`src/rtl/present_core.sv`:
```
// present_core: iterative PRESENT block cipher (64-bit block, 80- or 128-bit key).
// UNROLL rounds are evaluated per clock on one shared round and key-schedule datapath.
// Only one block is in flight at a time. in_ready stays low until the result has been taken.
// Ports:
//   clk, rst_n            clock and asynchronous active-low reset
//   in_valid/in_ready     request handshake; in_key (KEY_W bits) and in_data (64 bits)
//   out_valid/out_ready   result handshake; out_data (64 bits) is held while out_valid=1
//   in_dec                exists only when PRESENT_DEC_EN is defined; 1 selects decryption
// Latency is ROUNDS/UNROLL cycles from the accept edge to out_valid.
// Decryption latency is 2*ROUNDS/UNROLL+1 cycles.
// Optional feature macro: PRESENT_DEC_EN. It adds in_dec and the inverse datapath.
module present_core #(
  parameter int KEY_W  = 80,
  parameter int ROUNDS = 31,
  parameter int UNROLL = 1
) (
  input  logic             clk,
  input  logic             rst_n,
  input  logic             in_valid,
  output logic             in_ready,
  input  logic [KEY_W-1:0] in_key,
  input  logic [63:0]      in_data,
`ifdef PRESENT_DEC_EN
  input  logic             in_dec,
`endif
  output logic             out_valid,
  input  logic             out_ready,
  output logic [63:0]      out_data
);

  if (!(KEY_W == 80 || KEY_W == 128)) begin : g_bad_key_w
    $error("present_core: KEY_W must be 80 or 128");
  end
  if (ROUNDS < 1 || ROUNDS > 31) begin : g_bad_rounds
    $error("present_core: ROUNDS must be in 1..31");
  end
  if (UNROLL < 1 || (ROUNDS % UNROLL) != 0) begin : g_bad_unroll
    $error("present_core: UNROLL must divide ROUNDS");
  end

  // LSB of the 5-bit key field that absorbs the round counter
  localparam int XB = (KEY_W == 128) ? 62 : 15;
  // S-box as a nibble table: entry x sits at bits [4x+3:4x]
  localparam logic [63:0] SBOX_TAB = 64'h21748FE3DA09B65C;

  typedef enum logic [2:0] {
    ST_IDLE, ST_RUN, ST_DONE, ST_KFWD, ST_KXOR, ST_RUN_INV
  } state_t;

  function automatic logic [3:0] sb(input logic [3:0] x);
    return SBOX_TAB[{x, 2'b00} +: 4];
  endfunction

  function automatic logic [63:0] sbox_layer(input logic [63:0] s);
    logic [63:0] v;
    for (int n = 0; n < 16; n++) v[4*n +: 4] = sb(s[4*n +: 4]);
    return v;
  endfunction

  function automatic logic [63:0] p_layer(input logic [63:0] s);
    logic [63:0] v;
    v[63] = s[63];
    for (int j = 0; j < 63; j++) v[(16*j) % 63] = s[j];
    return v;
  endfunction

  function automatic logic [KEY_W-1:0] key_fwd(input logic [KEY_W-1:0] k, input logic [4:0] rc);
    logic [KEY_W-1:0] v;
    v = (k << 61) | (k >> (KEY_W - 61));
    v[KEY_W-1 -: 4] = sb(v[KEY_W-1 -: 4]);
    if (KEY_W == 128) v[KEY_W-5 -: 4] = sb(v[KEY_W-5 -: 4]);
    v[XB +: 5] = v[XB +: 5] ^ rc;
    return v;
  endfunction

  state_t           r_state, w_state_nxt;
  logic             r_live;    // low in reset and until the first clock edge after release
  logic [63:0]      r_s, r_out;
  logic [KEY_W-1:0] r_k;
  logic [4:0]       r_rc;
  logic             w_acc, w_fwd_last;

  // Forward round chain: UNROLL rounds starting from the registered state
  logic [63:0]      w_s [0:UNROLL];
  logic [KEY_W-1:0] w_k [0:UNROLL];
  assign w_s[0] = r_s;
  assign w_k[0] = r_k;
  for (genvar g = 0; g < UNROLL; g++) begin : g_fwd
    assign w_s[g+1] = p_layer(sbox_layer(w_s[g] ^ w_k[g][KEY_W-1 -: 64]));
    assign w_k[g+1] = key_fwd(w_k[g], r_rc + 5'(g));
  end
  // The counter stops at the final round, so ROUNDS=31 never wraps the 5-bit counter
  assign w_fwd_last = (int'(r_rc) + UNROLL - 1 == ROUNDS);

`ifdef PRESENT_DEC_EN
  localparam logic [63:0] ISBOX_TAB = 64'hA970364BD21C8FE5;

  function automatic logic [3:0] isb(input logic [3:0] x);
    return ISBOX_TAB[{x, 2'b00} +: 4];
  endfunction

  function automatic logic [63:0] inv_sbox_layer(input logic [63:0] s);
    logic [63:0] v;
    for (int n = 0; n < 16; n++) v[4*n +: 4] = isb(s[4*n +: 4]);
    return v;
  endfunction

  function automatic logic [63:0] inv_p_layer(input logic [63:0] s);
    logic [63:0] v;
    v[63] = s[63];
    for (int j = 0; j < 63; j++) v[j] = s[(16*j) % 63];
    return v;
  endfunction

  // Undo key_fwd step by step in reverse order
  function automatic logic [KEY_W-1:0] key_inv(input logic [KEY_W-1:0] k, input logic [4:0] rc);
    logic [KEY_W-1:0] v;
    v = k;
    v[XB +: 5] = v[XB +: 5] ^ rc;
    v[KEY_W-1 -: 4] = isb(v[KEY_W-1 -: 4]);
    if (KEY_W == 128) v[KEY_W-5 -: 4] = isb(v[KEY_W-5 -: 4]);
    return (v >> 61) | (v << (KEY_W - 61));
  endfunction

  // Inverse chain: the counter runs downward from r_rc
  logic [63:0]      w_is [0:UNROLL];
  logic [KEY_W-1:0] w_ik [0:UNROLL];
  logic             w_inv_last;
  assign w_is[0] = r_s;
  assign w_ik[0] = r_k;
  for (genvar g = 0; g < UNROLL; g++) begin : g_inv
    assign w_ik[g+1] = key_inv(w_ik[g], r_rc - 5'(g));
    assign w_is[g+1] = inv_sbox_layer(inv_p_layer(w_is[g])) ^ w_ik[g+1][KEY_W-1 -: 64];
  end
  assign w_inv_last = (r_rc == 5'(UNROLL));
`endif

  assign in_ready  = r_live && (r_state == ST_IDLE);
  assign out_valid = (r_state == ST_DONE);
  assign out_data  = r_out;
  assign w_acc     = in_valid && in_ready;

  always_ff @(posedge clk or negedge rst_n) begin
    if (!rst_n) r_state <= ST_IDLE;
    else        r_state <= w_state_nxt;
  end

  always_comb begin
    w_state_nxt = r_state;
    case (r_state)
      ST_IDLE: begin
        if (w_acc) begin
`ifdef PRESENT_DEC_EN
          w_state_nxt = in_dec ? ST_KFWD : ST_RUN;
`else
          w_state_nxt = ST_RUN;
`endif
        end
      end
      ST_RUN:     if (w_fwd_last) w_state_nxt = ST_DONE;
      ST_DONE:    if (out_ready)  w_state_nxt = ST_IDLE;
`ifdef PRESENT_DEC_EN
      ST_KFWD:    if (w_fwd_last) w_state_nxt = ST_KXOR;
      ST_KXOR:    w_state_nxt = ST_RUN_INV;
      ST_RUN_INV: if (w_inv_last) w_state_nxt = ST_DONE;
`endif
      default:    w_state_nxt = ST_IDLE;
    endcase
  end

  always_ff @(posedge clk or negedge rst_n) begin
    if (!rst_n) begin
      r_live <= 1'b0;
      r_s    <= '0;
      r_k    <= '0;
      r_rc   <= '0;
      r_out  <= '0;
    end else begin
      r_live <= 1'b1;
      case (r_state)
        ST_IDLE: begin
          if (w_acc) begin
            r_s  <= in_data;
            r_k  <= in_key;
            r_rc <= 5'd1;
          end
        end
        ST_RUN: begin
          r_s <= w_s[UNROLL];
          r_k <= w_k[UNROLL];
          if (w_fwd_last) r_out <= w_s[UNROLL] ^ w_k[UNROLL][KEY_W-1 -: 64];
          else            r_rc  <= r_rc + 5'(UNROLL);
        end
`ifdef PRESENT_DEC_EN
        ST_KFWD: begin
          // Walk the schedule forward to the last round key; the block is untouched
          r_k <= w_k[UNROLL];
          if (w_fwd_last) r_rc <= 5'(ROUNDS);
          else            r_rc <= r_rc + 5'(UNROLL);
        end
        ST_KXOR: r_s <= r_s ^ r_k[KEY_W-1 -: 64];
        ST_RUN_INV: begin
          r_s <= w_is[UNROLL];
          r_k <= w_ik[UNROLL];
          if (w_inv_last) r_out <= w_is[UNROLL];
          else            r_rc  <= r_rc - 5'(UNROLL);
        end
`endif
        default: ;
      endcase
    end
  end

endmodule

```
`config.mk`:
```
export PLATFORM = sky130hd
export DESIGN_NAME = present_core
export DESIGN_NICKNAME = d
export VERILOG_FILES = /design/src/rtl/present_core.sv
export SDC_FILE = /design/constraint.sdc
export NUM_CORES = 1
export LEC_CHECK = 0
export ABC_AREA = 1
export CORE_MARGIN = 4
export CORE_UTILIZATION = 45
export DETAILED_ROUTE_END_ITERATION = 16
export PLACE_DENSITY = 0.66
export SYNTH_ARGS = -nofsm -noshare
export SYNTH_HDL_FRONTEND = slang
export SYNTH_SLANG_ARGS = --single-unit
```
`constraint.sdc`:
```
create_clock -name clk -period 4.1 [get_ports clk]
set_input_delay 0.82 -clock clk [delete_from_list [all_inputs] [get_ports clk]]
set_output_delay 0.82 -clock clk [all_outputs]
set_load 0.005 [all_outputs]
```
======== Yosys cells after proc, flatten, opt, wreduce, memory -nomap -nowiden ========
Index checks and enable logic that the tools add are counted.
storage, ports and cells
  register bits after elaboration ......... 217
  output and inout bits ................... 66
  word-level logic and storage cells ...... 56
operators by class
  add/sub/neg operators ................... 3
  eq/ne operators ......................... 7
  shift operators ......................... 17
  multiplexer cells ....................... 11
  bitwise gates (word level) .............. 4
  reduce and logical (&&, ||, !) cells .... 8
operators with widths
  operator                                                                     number
  64-bit by 7-bit indexed part select with 4-bit output, first input constant  17
  80-bit case mux with 2 select lines                                          1
  64-bit case mux with 2 select lines                                          1
  64-bit bitwise XOR                                                           2
  80-bit 2-to-1 mux                                                            1
  80-bit by 61-bit bitwise OR with 80-bit output                               1
  64-bit 2-to-1 mux                                                            1
  5-bit 2-to-1 mux                                                             2
  5-bit case mux with 2 select lines                                           1
  3-bit 2-to-1 mux                                                             3
  3-bit case mux with 3 select lines                                           1
  7-bit by 6-bit == test with 1-bit output, second input constant              1
  6-bit by 1-bit subtractor with 7-bit output, second input constant           1
  5-bit by 1-bit adder with 6-bit output, second input constant                1
  2-bit inequality test, second input constant                                 3
  3-bit AND reduction                                                          2
  5-bit by 1-bit adder with 5-bit output, second input constant                1
  5-bit bitwise XOR                                                            1
  2-bit AND reduction                                                          2
  3-bit by 1-bit == test with 1-bit output, second input constant              1
  3-bit by 2-bit == test with 1-bit output, second input constant              1
  3-bit logical NOT                                                            1
  1-bit logical AND                                                            2
  2-bit by 1-bit inequality test with 1-bit output, second input constant      1
  2-bit nonzero test                                                           1

======== Logic depth before layout (Yosys ltp) ========
  word-level depth ........................ 5
  mapped depth ............................ 12
  mapped depth without buffers ............ 12

======== Least setup slack after synthesis ========
No wires, ideal clock.
  path type ............................... flip-flop to flip-flop
  start ................................... register r_k[17]
  end ..................................... register r_out[0], in the netlist out_data[0]
  setup time .............................. 117 ps
  arrival ................................. 1701 ps
  data required time ...................... 3983 ps
  path slack .............................. 2282 ps
  stages on the path, launching flop included .. 11
  clock period less this slack ............ 1818 ps
  cell sequence ........................... dfrtp_1 -> buf_2 -> inv_1 -> nand2_1 -> nand2_1 -> ha_1 -> o21ai_0 -> ha_1 -> xnor2_1 -> nand2_1 -> nand2_1
between the ends
  cells in the longest elaborated chain, start to end .. 3
RTL lines
  item                                                   line  text
  from (decl)                                            79    logic [KEY_W-1:0] r_k;
  from (signal assigned)                                 184   r_k <= in_key;
  from (signal assigned)                                 190   r_k <= w_k[UNROLL];
  64-bit bitwise XOR                                     89    assign w_s[g+1] = p_layer(sbox_layer(w_s[g] ^ w_k[g][KEY_W-1 -: 64]));
  64-bit by 7-bit indexed part select with 4-bit output  51    return SBOX_TAB[{x, 2'b00} +: 4];
  64-bit bitwise XOR                                     191   if (w_fwd_last) r_out <= w_s[UNROLL] ^ w_k[UNROLL][KEY_W-1 -: 64];
  to (signal assigned)                                   191
  to (decl)                                              78    logic [63:0] r_s, r_out;
Every way passes these cells.
A chain may end at the register's enable or synchronous reset.

======== Final worst setup path ========
  start ................................... register r_state[0]
  end ..................................... output in_ready
between the ends
  cells in the longest elaborated chain, start to end .. 2
RTL lines
  item                    line  text
  from (decl)             76    state_t r_state, w_state_nxt;
  from (signal assigned)  145   else r_state <= w_state_nxt;
  3-bit logical NOT       138   assign in_ready = r_live && (r_state == ST_IDLE);
  1-bit logical AND       138
  to (decl)               20    output logic in_ready,
Every way passes these cells.

==> flow_summary.json <==
{
  "status": "completed",
  "async_flop_share_pct": 100.0,
  "synth_cell_types": 30,
  "rows": 63,
  "overflow": 0,
  "dp_hpwl_um": 36060,
  "synth_most_common_cell": "nand2_1",
  "gp_congestion": 0.9178,
  "power_leakage_uw": 0.008644,
  "cts_tree": "built",
  "ys_seq_area_share_pct": 39.15,
  "hold_viol_final": 0,
  "firstDrtPassIters": 5,
  "nets": 2338,
  "cp-start-kind": "flip-flop",
  "synth_ff_type": "dfrtp_1",
  "clockBufferDepth": 3,
  "antenna_found_initial": 0,
  "cts_resized": 0,
  "critPathSlowestCell": "clkdlybuf4s50_1",
  "root_buffer": "clkbuf_16",
  "clock_sinks": 216,
  "yosysTopAreaCellShare_pct": 39.15,
  "synth_compound_area_share_pct": 11.27,
  "synth_area_per_cell_um2": 7.282,
  "required_ns": 3.28,
  "hold_class": "in -> async",
  "worst_slew_pin_slew_ns": 0.9794,
  "worstPathArrival_ns": 1.75,
  "end_kind": "output port",
  "drt_iter0_markers": 1237,
  "wl_per_cell_um": 19.63,
  "fmax_mhz": 389.3,
  "vias": 13636,
  "core_area_mm2": 0.02995,
  "yosys.area_share.simple_pct": 29.97,
  "post-route-drc-count": 0,
  "vias_per_cell": 5.465,
  "maxSlewHeadroom_pct": 34.71,
  "max_cap_viol_count": 0,
  "cts-htree-levels": 1,
  "synthAdderAreaFrac_pct": 9.335,
  "die_y_um": 183.2,
  "ys_seq_elements": 216,
  "drive_gt1_share_pct": 2.898,
  "synth_xor_area_share_pct": 3.299,
  "synth_top_family_by_area": "simple AND/OR/NAND/NOR gates",
  "floorplan.initialDensity_pct": 46.09,
  "skew_ns": 0.01283,
  "criticalPathCategory": "reg -> out",
  "chipWidth_um": 183.2,
  "drv_slew": 0,
  "grt_pass1_vias": 13085,
  "clk_pin_slew_ns": 0.06,
  "synth_top_area_cell": "dfrtp_1",
  "dieArea_mm2": 0.03355,
  "setup_tns_ns": 0,
  "syn_inst": 1896,
  "fin_crit_ns": 2.569,
  "area_delta_synth_final_pct": 24.83,
  "setup-violations-final": 0,
  "grt_start_max_net_pins": 87,
  "synthMuxAreaShare_pct": 0,
  "rsz0062_at_grt": "no",
  "antennaDiodeCount": 0,
  "peakVddDrop_mv": 0.6883,
  "yosys-top-cells-count": "766 x nand2_1, 216 x dfrtp_1, 210 x nand3_1",
  "p_per_area_mw_per_mm2": 1039,
  "slowest_delay_ns": 0.53,
  "ioPinCount": 214,
  "synth_edf_count": 0,
  "numCtsBuffers": 26,
  "postRouteAntennaNets": 0,
  "clkLatencyLatePin_ns": 0.54,
  "io_buffer_count": 213,
  "syn_nets": 2147,
  "grt_pass1_wl_um": 74460,
  "syn_area_mm2": 0.01381,
  "cts_hold_buf": 0,
  "total_power_uw": 17910,
  "yosysWarnings": 0,
  "grtUsageTotal_pct": 28.41,
  "worstPathCellList": "nor3b_1, clkdlybuf4s50_1",
  "cp_max_fo": 5,
  "wl_um": 48970,
  "final.period_utilization_pct": 62.66,
  "postCtsSetupBuffers": 0,
  "synth.area.top_cells": "dfrtp_1 39%, nand2_1 21%, ha_1 9.3%"
}
==> cell usage in the layout, fill, tap and decap left out, types with 3 or more instances in the layout <==
master,count
clkbuf_16,27
nor2_1,34
o221ai_1,16
inv_2,5
clkdlybuf4s50_1,212
o22ai_1,71
o21ai_0,53
buf_12,5
clkbuf_8,3
xnor2_1,20
nand2_1,766
inv_1,178
xor2_1,32
o211ai_1,21
nand3_1,210
o21bai_1,23
a21oi_1,69
clkbuf_1,7
nor3_1,4
buf_4,6
clkinv_2,3
ha_1,103
bufinv_16,5
o21ai_1,3
dfrtp_1,216
==> critical path, delay by kind of cell (launching register included) <==
kind / cells / cell delay [ns]
buf+inv: 1 / 0.53
flops: 1 / 0.45
simple gates: 1 / 0.23
==> logic make-up (layout without fill, tap and decap cells) <==
family                     count (synthesis)  in the layout
AOI/OAI and AO/OA                        258            258
buffers and inverters                    244            453
DFF                                      216            216
and+or+nand+nor                         1022           1022
adders and majority gates                103            103
other                                      1              1
xor gates and xnor gates                  52             52
==> layout make-up <==
class                   instances  area (µm²)
clock buffers                  37       743.2
well taps                     390       488.0
repair buffers                224        2282
clock inverters                 9       173.9
inverters                     183       686.9
fillers                      2805       12720
flip-flops and latches        216        5405
multi-input cells            1436        7455
==> per-stage QoR <==
step | std cells | setup WS, ns | hold WS, ns | instance area, µm² | utilization, %
2_1_floorplan | 1896 | 2.282 | 0.4724 | 13810 | -
3_3_place_gp | 2449 | 1.340 | 0.4632 | 16320 | 54.47
3_5_place_dp | 2449 | 1.248 | 0.4662 | 16320 | 54.47
4_1_cts | 2495 | 1.510 | 0.3141 | 17230 | 57.54
5_1_grt | 2495 | 1.385 | 0.3219 | 17230 | 57.54
6_report | 2495 | 1.531 | 0.2590 | 17230 | 57.54
==> per-layer routing <==
layer / global-route usage [%] / vias to the layer above / share of wire (%)
met3: 5.593 / 102 / 8.5
met2: 44.49 / 590 / 44
met1: 39.59 / 6425 / 43
met5: 0 / - / 0
met4: 9.893 / 0 / 3.9
li1: - / 6519 / -
==> power by group <==
part           internal, µW  switching (µW)  leakage, µW
logic                  3960            7080      0.00560
clock network          1570             952     0.000449
registers              3190            1160      0.00260
==> final timing paths <==
kind                                   start           end  slack [ns]  cells after the start
worst max-delay path              r_state[0]      in_ready        1.53                      2
worst min-delay path                   rst_n  out_data[63]        0.26                      1
worst max register to register       r_rc[0]  out_data[28]        1.63                     10
worst min register to register  out_data[18]  out_data[18]        0.47                      2
max in group asynchronous              rst_n       r_k[12]        2.95                      2
min in group clk                out_data[18]  out_data[18]        0.47                      2
==> flip-flops by register name, summed over array words and instances (netlist names) <==
name and count:
r_k 80, r_live 1, out_data 64, r_state 2, r_s 64, r_rc 5
(Power assumes the default switching activity.)
